**config.mk**
```make
export PLATFORM = sky130hd
export DESIGN_NAME = weight_bank
export DESIGN_NICKNAME = d
export VERILOG_FILES = /design/src/rtl/weight_pkg.sv /design/src/rtl/weight_update_alu.sv /design/src/rtl/weight_bank.sv
export SDC_FILE = /design/constraint.sdc
export NUM_CORES = 2
export LEC_CHECK = 0
export CAP_MARGIN = 20
export CORE_ASPECT_RATIO = 0.75
export CORE_MARGIN = 1
export CORE_UTILIZATION = 28
export DETAILED_ROUTE_END_ITERATION = 8
export SLEW_MARGIN = 25
export SYNTH_ARGS = -nofsm -noshare
export SYNTH_HDL_FRONTEND = slang
export SYNTH_SLANG_ARGS = --single-unit
```
**constraint.sdc**
```tcl
create_clock -name clk -period 5.65 [get_ports clk]
set_clock_uncertainty 0.15 [all_clocks]
set_input_delay 0.565 -clock clk [delete_from_list [all_inputs] [get_ports clk]]
set_output_delay 0.565 -clock clk [all_outputs]
set_load 0.005 [all_outputs]
```
**src/rtl/weight_pkg.sv**
```systemverilog
// Shared types and the saturating gradient-step helper for the weight bank.
// Weights are signed two's complement, Q8.8 by default.
package weight_pkg;

    localparam int DATA_W = 16;

    typedef logic signed [DATA_W-1:0] weight_t;

    typedef enum logic {
        CLEAR = 1'b0,
        IDLE  = 1'b1
    } bank_state_e;

    typedef struct packed {
        logic    sat;
        weight_t val;
    } sat_res_t;

    // w - (g >>> sh), computed one bit wider and clamped to the weight range
    function automatic sat_res_t sat_sub_shift(
        input weight_t     w,
        input weight_t     g,
        input int unsigned sh
    );
        logic signed [DATA_W:0] d;
        weight_t                gs;
        sat_res_t               r;
        gs    = g >>> sh;
        d     = {w[DATA_W-1], w} - {gs[DATA_W-1], gs};
        r.sat = d[DATA_W] ^ d[DATA_W-1];
        if (!r.sat) begin
            r.val = d[DATA_W-1:0];
        end else if (d[DATA_W]) begin
            r.val = {1'b1, {(DATA_W-1){1'b0}}};
        end else begin
            r.val = {1'b0, {(DATA_W-1){1'b1}}};
        end
        return r;
    endfunction

endpackage

```
**src/rtl/weight_update_alu.sv**
```systemverilog
// Combinational row update: COLS parallel saturating gradient-step lanes.
// Column 0 lives in the most-significant slice of each row vector.
module weight_update_alu
    import weight_pkg::*;
#(
    parameter int          COLS     = 3,
    parameter int unsigned LR_SHIFT = 0
) (
    input  logic [DATA_W*COLS-1:0] row_i,
    input  logic [DATA_W*COLS-1:0] grad_i,
    output logic [DATA_W*COLS-1:0] row_o,
    output logic [COLS-1:0]        sat_o
);

    for (genvar c = 0; c < COLS; c++) begin : g_lane
        localparam int LSB = (COLS - 1 - c) * DATA_W;
        sat_res_t r;
        assign r = sat_sub_shift(
            weight_t'(row_i[LSB +: DATA_W]),
            weight_t'(grad_i[LSB +: DATA_W]),
            LR_SHIFT
        );
        assign row_o[LSB +: DATA_W] = r.val;
        assign sat_o[c]             = r.sat;
    end

endmodule

```
**src/rtl/weight_bank.sv**
```systemverilog
// LAYERS x ROWS x COLS weight store: registered row reads, host writes,
// saturating gradient updates and a one-row-per-cycle zeroing sweep.
module weight_bank
    import weight_pkg::*;
#(
    parameter int          COLS     = 3,
    parameter int          ROWS     = 3,
    parameter int          LAYERS   = 5,
    parameter int unsigned LR_SHIFT = 0,
    parameter int          SATCNT_W = 16,
    localparam int         LW       = $clog2(LAYERS),
    localparam int         RW       = $clog2(ROWS),
    localparam int         ROW_W    = DATA_W * COLS
) (
    input  logic                clk,
    input  logic                reset,
    input  logic                clear_req,
    output logic                busy,
    input  logic                upd_valid,
    output logic                upd_ready,
    input  logic [LW-1:0]       upd_layer,
    input  logic [RW-1:0]       upd_row,
    input  logic [ROW_W-1:0]    upd_grad,
    input  logic                wr_valid,
    output logic                wr_ready,
    input  logic [LW-1:0]       wr_layer,
    input  logic [RW-1:0]       wr_row,
    input  logic [ROW_W-1:0]    wr_data,
    input  logic                rd_en,
    input  logic [LW-1:0]       rd_layer,
    input  logic [RW-1:0]       rd_row,
    output logic [ROW_W-1:0]    rd_data,
    output logic                rd_valid,
    output logic [SATCNT_W-1:0] sat_count,
    output logic                err_oob
);

    localparam int DEPTH = LAYERS * ROWS;
    localparam int AW    = $clog2(DEPTH);

    function automatic logic [AW-1:0] addr_of(
        input logic [LW-1:0] l,
        input logic [RW-1:0] r
    );
        return AW'(32'(l) * ROWS + 32'(r));
    endfunction

    function automatic logic in_range(
        input logic [LW-1:0] l,
        input logic [RW-1:0] r
    );
        return (32'(l) < LAYERS) && (32'(r) < ROWS);
    endfunction

    bank_state_e state_q, state_d;
    logic [AW-1:0] idx_q, idx_d;

    logic [ROW_W-1:0] mem_q [DEPTH];

    logic [ROW_W-1:0]    rd_data_q;
    logic                rd_valid_q;
    logic [SATCNT_W-1:0] sat_q, sat_d;
    logic                err_q, err_d;

    logic          wr_fire, upd_fire, rd_fire;
    logic          wr_inr, upd_inr, rd_inr;
    logic          wr_ok, upd_commit;
    logic [AW-1:0] wr_addr, upd_addr, rd_addr;

    logic [ROW_W-1:0] upd_cur, upd_new, rd_word;
    logic [COLS-1:0]  upd_sat;

    logic [SATCNT_W:0] sat_add, sat_sum;

    assign busy      = (state_q == CLEAR);
    assign upd_ready = !busy;
    assign wr_ready  = !busy;

    assign wr_fire  = wr_valid && wr_ready;
    assign upd_fire = upd_valid && upd_ready;
    assign rd_fire  = rd_en && !busy;

    assign wr_inr  = in_range(wr_layer, wr_row);
    assign upd_inr = in_range(upd_layer, upd_row);
    assign rd_inr  = in_range(rd_layer, rd_row);

    assign wr_addr  = addr_of(wr_layer, wr_row);
    assign upd_addr = addr_of(upd_layer, upd_row);
    assign rd_addr  = addr_of(rd_layer, rd_row);

    // A same-row host write overrides the gradient step entirely
    assign wr_ok      = wr_fire && wr_inr;
    assign upd_commit = upd_fire && upd_inr
                        && !(wr_ok && (wr_addr == upd_addr));

    assign upd_cur = upd_inr ? mem_q[upd_addr] : '0;
    assign rd_word = rd_inr ? mem_q[rd_addr] : '0;

    weight_update_alu #(
        .COLS     (COLS),
        .LR_SHIFT (LR_SHIFT)
    ) u_alu (
        .row_i  (upd_cur),
        .grad_i (upd_grad),
        .row_o  (upd_new),
        .sat_o  (upd_sat)
    );

    always_comb begin
        state_d = state_q;
        idx_d   = idx_q;
        unique case (state_q)
            CLEAR: begin
                idx_d = idx_q + 1'b1;
                if (idx_q == AW'(DEPTH - 1)) begin
                    state_d = IDLE;
                    idx_d   = '0;
                end
            end
            IDLE: begin
                if (clear_req) begin
                    state_d = CLEAR;
                    idx_d   = '0;
                end
            end
            default: begin
                state_d = CLEAR;
                idx_d   = '0;
            end
        endcase
    end

    always_comb begin
        sat_add = '0;
        for (int c = 0; c < COLS; c++) begin
            if (upd_commit && upd_sat[c]) begin
                sat_add = sat_add + {{SATCNT_W{1'b0}}, 1'b1};
            end
        end
        sat_sum = {1'b0, sat_q} + sat_add;
        sat_d   = sat_sum[SATCNT_W] ? '1 : sat_sum[SATCNT_W-1:0];
    end

    assign err_d = (wr_fire && !wr_inr)
                || (upd_fire && !upd_inr)
                || (rd_fire && !rd_inr);

    always_ff @(posedge clk or posedge reset) begin
        if (reset) begin
            state_q    <= CLEAR;
            idx_q      <= '0;
            rd_data_q  <= '0;
            rd_valid_q <= 1'b0;
            sat_q      <= '0;
            err_q      <= 1'b0;
        end else begin
            state_q    <= state_d;
            idx_q      <= idx_d;
            rd_valid_q <= rd_fire;
            sat_q      <= sat_d;
            err_q      <= err_d;
            if (rd_fire) begin
                rd_data_q <= rd_word;
            end
        end
    end

    // Storage has no reset; the sweep is what initialises it
    always_ff @(posedge clk) begin
        if (busy) begin
            mem_q[idx_q] <= '0;
        end else begin
            if (upd_commit) begin
                mem_q[upd_addr] <= upd_new;
            end
            if (wr_ok) begin
                mem_q[wr_addr] <= wr_data;
            end
        end
    end

    assign rd_data   = rd_data_q;
    assign rd_valid  = rd_valid_q;
    assign sat_count = sat_q;
    assign err_oob   = err_q;

endmodule

```
After elaboration in Yosys (flattened, before gate mapping) --
Memory sizes are Yosys's and may differ from the RTL's. Index checks and enable logic that the tools add are counted.
Storage, ports and cells: register bits 71, RAM bits 720, input bits 117, logic and storage cells 84, memories kept 1
Operators by class: $add $sub $neg 10, multipliers 3, order comparisons 6, equality and inequality tests 3, mux-type cells 28, bitwise operators 4, reductions and logical operators 23
Memory list:
- mem_q | words 15, width 48, read ports 2, clocked after memory_dff 0, write ports 2, line weight_bank.sv:58 | logic [ROW_W-1:0] mem_q [DEPTH];
Operator list (count):
- two-way mux 48 bit | 3
- two-way mux 16 bit | 7
- subtractor 16 x 16 -> 17 bit | 3
- OR reduction 48 bit | 1
- adder 17 x 1 -> 17 bit, second input constant | 2
- two-way mux 17 bit | 2
- adder 16 x 17 -> 17 bit | 1
- logical AND 1 bit | 16
- adder 4 x 2 -> 4 bit | 3
- multiplier 3 x 2 -> 4 bit, second input constant | 3
- two-way mux 4 bit | 3
- two-way mux 1 bit | 11
- less-than comparator 3 bit, second input constant | 3
- case mux 4 bit (2 select lines) | 1
- less-than comparator 2 bit, second input constant | 3
- adder 4 x 1 -> 4 bit, second input constant | 1
- equality test 4 bit | 1
- equality test 4 bit, second input constant | 1
- logical NOT 1 bit | 4
- XOR 1 bit | 3
- logical OR 1 bit | 2
- != test 2 bit, second input constant | 1
- case mux 1 bit (2 select lines) | 1
- NOT 1 bit | 1

Depth between registers and ports, before layout --
word-level depth 14, mapped depth 35, depth with buffers taken out 31

By module --
A second synthesis with hierarchy kept.
Unflattened totals: cells, all modules 4287, area total of the unflattened synthesis 49200.9 µm²
By module, submodules not included:
- weight_bank | instances 1, cells each 3867, area an instance 46380.7 µm², sequential area each 23397.4 µm²
- weight_update_alu | instances 1, cells each 420, area an instance 2820.2 µm², sequential area each 0.0 µm²

Worst setup path before layout --
No wires, ideal clock.
path kind input to register, start input port upd_layer[0], end register sat_q[10], in the netlist sat_count[10], data arrival time 7954 ps, data required time 5432 ps, path slack -2521 ps, cell stages on the path 32, path through fa_1 -> ha_1 -> inv_1 -> fa_1 -> xor2_2 -> buf_1 -> mux4_2 -> and2_1 -> ha_1 -> a21o_1 -> a21o_1 -> a21o_1 -> a21o_1 -> a221oi_1 -> o21ai_0 -> xor2_1 -> ha_1 -> clkbuf_1 -> nand2_1 -> ha_1 -> xnor2_1 -> ha_1 -> inv_1 -> fa_1 -> nor2b_1 -> o2111ai_1 -> nor2_1 -> nand2_1 -> nor2_1 -> nand3_1 -> clkbuf_1 -> nand2_1
On the way: cells in the longest elaborated chain, start to end 14, elaborated cells on any way between the ends 27
Ends and longest elaborated chain:
- start, declared | line weight_bank.sv:21 | input logic [LW-1:0] upd_layer,
- multiplier 3 x 2 -> 4 bit | line weight_bank.sv:45 | return AW'(32'(l) * ROWS + 32'(r));
- adder 4 x 2 -> 4 bit | line weight_bank.sv:45
- memory read (15 x 48 bit) / equality test 4 bit (equally long branches)
- two-way mux 48 bit / logical AND 1 bit (equally long branches) | line weight_bank.sv:96, weight_bank.sv:94
- subtractor 16 x 16 -> 17 bit / logical NOT 1 bit (equally long branches) | line weight_pkg.sv:29, weight_bank.sv:94
- XOR 1 bit / logical AND 1 bit (equally long branches) | line weight_pkg.sv:30, weight_bank.sv:94
- logical AND 1 bit | line weight_bank.sv:136 | if (upd_commit && upd_sat[c]) begin
- two-way mux 1 bit | line weight_bank.sv:136
- adder 17 x 1 -> 17 bit | line weight_bank.sv:137 | sat_add = sat_add + {{SATCNT_W{1'b0}}, 1'b1};
- two-way mux 17 bit | line weight_bank.sv:136
- adder 17 x 1 -> 17 bit | line weight_bank.sv:137
- two-way mux 17 bit (*) | line weight_bank.sv:136
- adder 16 x 17 -> 17 bit (*) | line weight_bank.sv:140 | sat_sum = {1'b0, sat_q} + sat_add;
- two-way mux 16 bit (*) | line weight_bank.sv:141 | sat_d = sat_sum[SATCNT_W] ? '1 : sat_sum[SATCNT_W-1:0];
- via sat_d[10] | line weight_bank.sv:62 | logic [SATCNT_W-1:0] sat_q, sat_d;
- end signal, assigned | line weight_bank.sv:160 | sat_q <= sat_d;
- end, declared | line weight_bank.sv:62
Mark *: on every way through the listed nets, which the timed path passes. The rest lies on a longest branch. A chain may end at the register's enable or synchronous reset.

Final worst setup path --
start input port upd_row[1], end register sat_q[0], in the netlist sat_count[0]
On the way: cells in the longest elaborated chain, start to end 13, elaborated cells on any way between the ends 26
Ends and longest elaborated chain:
- start, declared | line weight_bank.sv:22 | input logic [RW-1:0] upd_row,
- adder 4 x 2 -> 4 bit / less-than comparator 2 bit (equally long branches) | line weight_bank.sv:45, weight_bank.sv:52
- memory read (15 x 48 bit) (tied with other cells)
- two-way mux 48 bit / logical AND 1 bit (equally long branches) | line weight_bank.sv:96, weight_bank.sv:94
- subtractor 16 x 16 -> 17 bit / logical NOT 1 bit (equally long branches) | line weight_pkg.sv:29, weight_bank.sv:94
- XOR 1 bit / logical AND 1 bit (equally long branches) | line weight_pkg.sv:30, weight_bank.sv:94
- logical AND 1 bit | line weight_bank.sv:136
- two-way mux 1 bit | line weight_bank.sv:136
- adder 17 x 1 -> 17 bit | line weight_bank.sv:137
- two-way mux 17 bit | line weight_bank.sv:136
- adder 17 x 1 -> 17 bit | line weight_bank.sv:137
- two-way mux 17 bit (*) | line weight_bank.sv:136
- adder 16 x 17 -> 17 bit (*) | line weight_bank.sv:140
- two-way mux 16 bit (*) | line weight_bank.sv:141
- via sat_d[0] | line weight_bank.sv:62
Marks and branches as above.

==> impl_metrics.ini <==
[finish]
utilization_pct = 35.8
fin_nets = 4430
drive_gt1_share_pct = 30.9
final_common_cell = edfxtp_1
final_cell_mix = edfxtp_1 (720), nand2_1 (691), o21ai_0 (589)
syn_to_final_growth_pct = 26.9

[floorplan]
initial_core_util_pct = 28.2
die_y_um = 358
die_area_um2 = 170000
fp.coreArea_um2 = 168000
ios = 186
die_w_um = 476
rows = 130

[synth]
synth_area_per_cell_um2 = 12.2
synth_nets = 4061
ys.flop_type = edfxtp_1
synth.distinct_cells = 71
yosys_register_bits = 791
yosysWarnings = 0
netlist_instances = 3860
synthArstFlopShare_pct = 8.98
synth_area_um2 = 47200
yosysSeqAreaShare_pct = 49.5
synth_edf_count = 720

[worst_setup_path]
crit_slowest_cell = fa_1
max_stage_delay_ns = 0.59
cp.required_ns = 6.12
crit_path_start_kind = primary input
timing_worst_setup_path_type = in2reg
critPathMaxFanout = 11
worst-r2r-setup-slack_ns = -0.25
arrival_ns = 7.29
end_kind = flip-flop

[timing]
hold_viol = 0
finalCritPeriodShare_pct = 121
setup_viol = 646
max_freq_mhz = 147
hold-worst-slack_ns = 0.121
worst_slew_pin_slew_ns = 0.945
rsz0062_at_grt = yes
layout_min_cycle_time_ns = 6.82
setup_slack_ns = -1.17
slew_headroom_pct = 36.9
drv_slew = 0

[clock_network]
cts.htree.levels = 3
clk_latency_ns = 0.73
cts_tree = yes
cts_root_buf = clkbuf_16
clk_pin_slew_ns = 0.06
cts-buffers-inserted = 88
clk_path_buf_depth = 3
cts.sinks = 791

[placed_design]
place_ws_ns = -2.69
gp_congestion = 0.870
numPortBuffers = 185
dp_hpwl_um = 109000

[global_routing]
grt.overflow.total = 0
grt_pass1_vias = 34600
grt_max_degree = 70
grt_pass1_wl_um = 253000
track_usage_pct = 20.4
antenna_found_initial = 15

[drt]
finalWirelength_um = 178000
post-route-drc-count = 0
ant_nets = 0
wl_per_cell_um = 27.1
via_per_inst = 5.45
vias = 35800
drt_first_iter_violations = 4576
dr.pass1.iters = 6

[outcome]
status = finished with violations
violations = setup timing

[hold_path]
hold_path.class = in2async

[pwr]
powerDensity_nw_per_um2 = 389
ir_drop_v = 0.000260
leakage_uw = 0.0214

[flow_run]
cap_violations = 0
-- flip-flops by register name, indices dropped and copies added, names as in the netlist --
| register | count |
|---|---|
| mem_q | 720 |
| rd_data | 48 |
| sat_count | 16 |
| idx_q | 4 |
| err_oob | 1 |
| rd_valid | 1 |
| upd_ready | 1 |
-- worst paths after layout --
| path | cells after the start | from | endpoint |
|---|---|---|---|
| setup / recovery | 32 | upd_row[1] | sat_count[0] |
| hold / removal | 2 | reset | rd_data[44] |
| setup reg to reg | 25 | mem_q[3][24] | sat_count[0] |
| hold reg to reg | 1 | rd_data[16] | rd_data[16] |
| max in group asynchronous | 3 | reset | rd_data[30] |
| min in group clk | 2 | clear_req | upd_ready |
-- cell families (layout without fill, tap and decap cells) --
family                     after synthesis  count (layout)  share of synthesized area [%]
xor gates and xnor gates                55              55                           1.04
adders and majority gates               84              84                           2.38
DFF                                    791             791                           49.5
other                                    0               8                              0
buffers and inverters                  457             899                           3.76
and+or+nand+nor                        911             912                           7.85
muxes                                  663             663                           24.7
AOI/OAI and AO/OA                      899             899                           10.7
-- power by group --
group	switching [uW]	internal, uW	total, uW	leakage [uW]
Sequential	501	7680	8190	0.00772
Combinational	4620	4390	9000	0.0123
Clock	2600	3520	6110	0.00146
Total	7710	15600	23300	0.0214
-- area by class of cell --
cell class	count	area, um^2
diodes	8	20.0
clock buffers	116	2410
clock inverters	48	567
fillers	16100	108000
inverters	81	309
multi-input cells	2613	23300
flip-flops and latches	791	23400
well taps	2244	2810
repair buffers	654	7110
-- synthesized netlist by cell type (16+ instances only) --
master / instances / area share (%)
buf_1: 36 / 0.29
a22o_1: 48 / 0.89
mux4_2: 384 / 18
xnor2_1: 32 / 0.59
clkbuf_1: 297 / 2.4
a31oi_1: 17 / 0.23
nand3_1: 22 / 0.23
mux2_2: 178 / 4.2
buf_2: 29 / 0.31
xor2_1: 22 / 0.41
edfxtp_1: 720 / 46
ha_1: 74 / 2.0
dfrtp_1: 71 / 3.8
and2_1: 47 / 0.62
a21oi_1: 62 / 0.66
inv_1: 81 / 0.64
nor2_1: 79 / 0.63
o21ai_0: 667 / 7.1
nand2_1: 704 / 5.6
a21o_1: 16 / 0.25
mux2i_1: 98 / 2.1
-- through the flow --
stage / total power, uW / instances / instance area, um^2 / TNS (ns)
final: 23300 / 6555 / 59900 / -246.11
after global routing: 24100 / 6552 / 59900 / -337.46
after CTS: 23100 / 6529 / 59500 / -214.66
after detailed placement: 16300 / 6310 / 55200 / -1180.41
after global placement: 16200 / 6310 / 55200 / -1114.94
after floorplan: 12600 / 3860 / 47600 / -153.54
-- critical path: cells and delay by family --
kind	cells	cell delay, ns
buffers and inverters	6	0.65
AOI/OAI and AO/OA	6	1.20
xor gates and xnor gates	3	0.48
muxes	1	0.54
adders and majority gates	8	2.69
and+or+nand+nor	8	1.14
-- repair_timing --
action,4_1_cts,5_1_grt
cloned,8,2
setup endpoints to repair,721,706
pin swaps,47,45
hold buffers,0,0
setup buffers,47,17
resized for setup,201,72
-- routing by layer --
| metal | wire length [um] | global-route usage [%] |
|---|---|---|
| met4 | 5860 | 6.19 |
| met5 | 40 | 0 |
| met1 | 72100 | 28.1 |
| met2 | 81500 | 32.4 |
| met3 | 18200 | 3.93 |
Note: power is estimated with default switching activity, not from simulation.
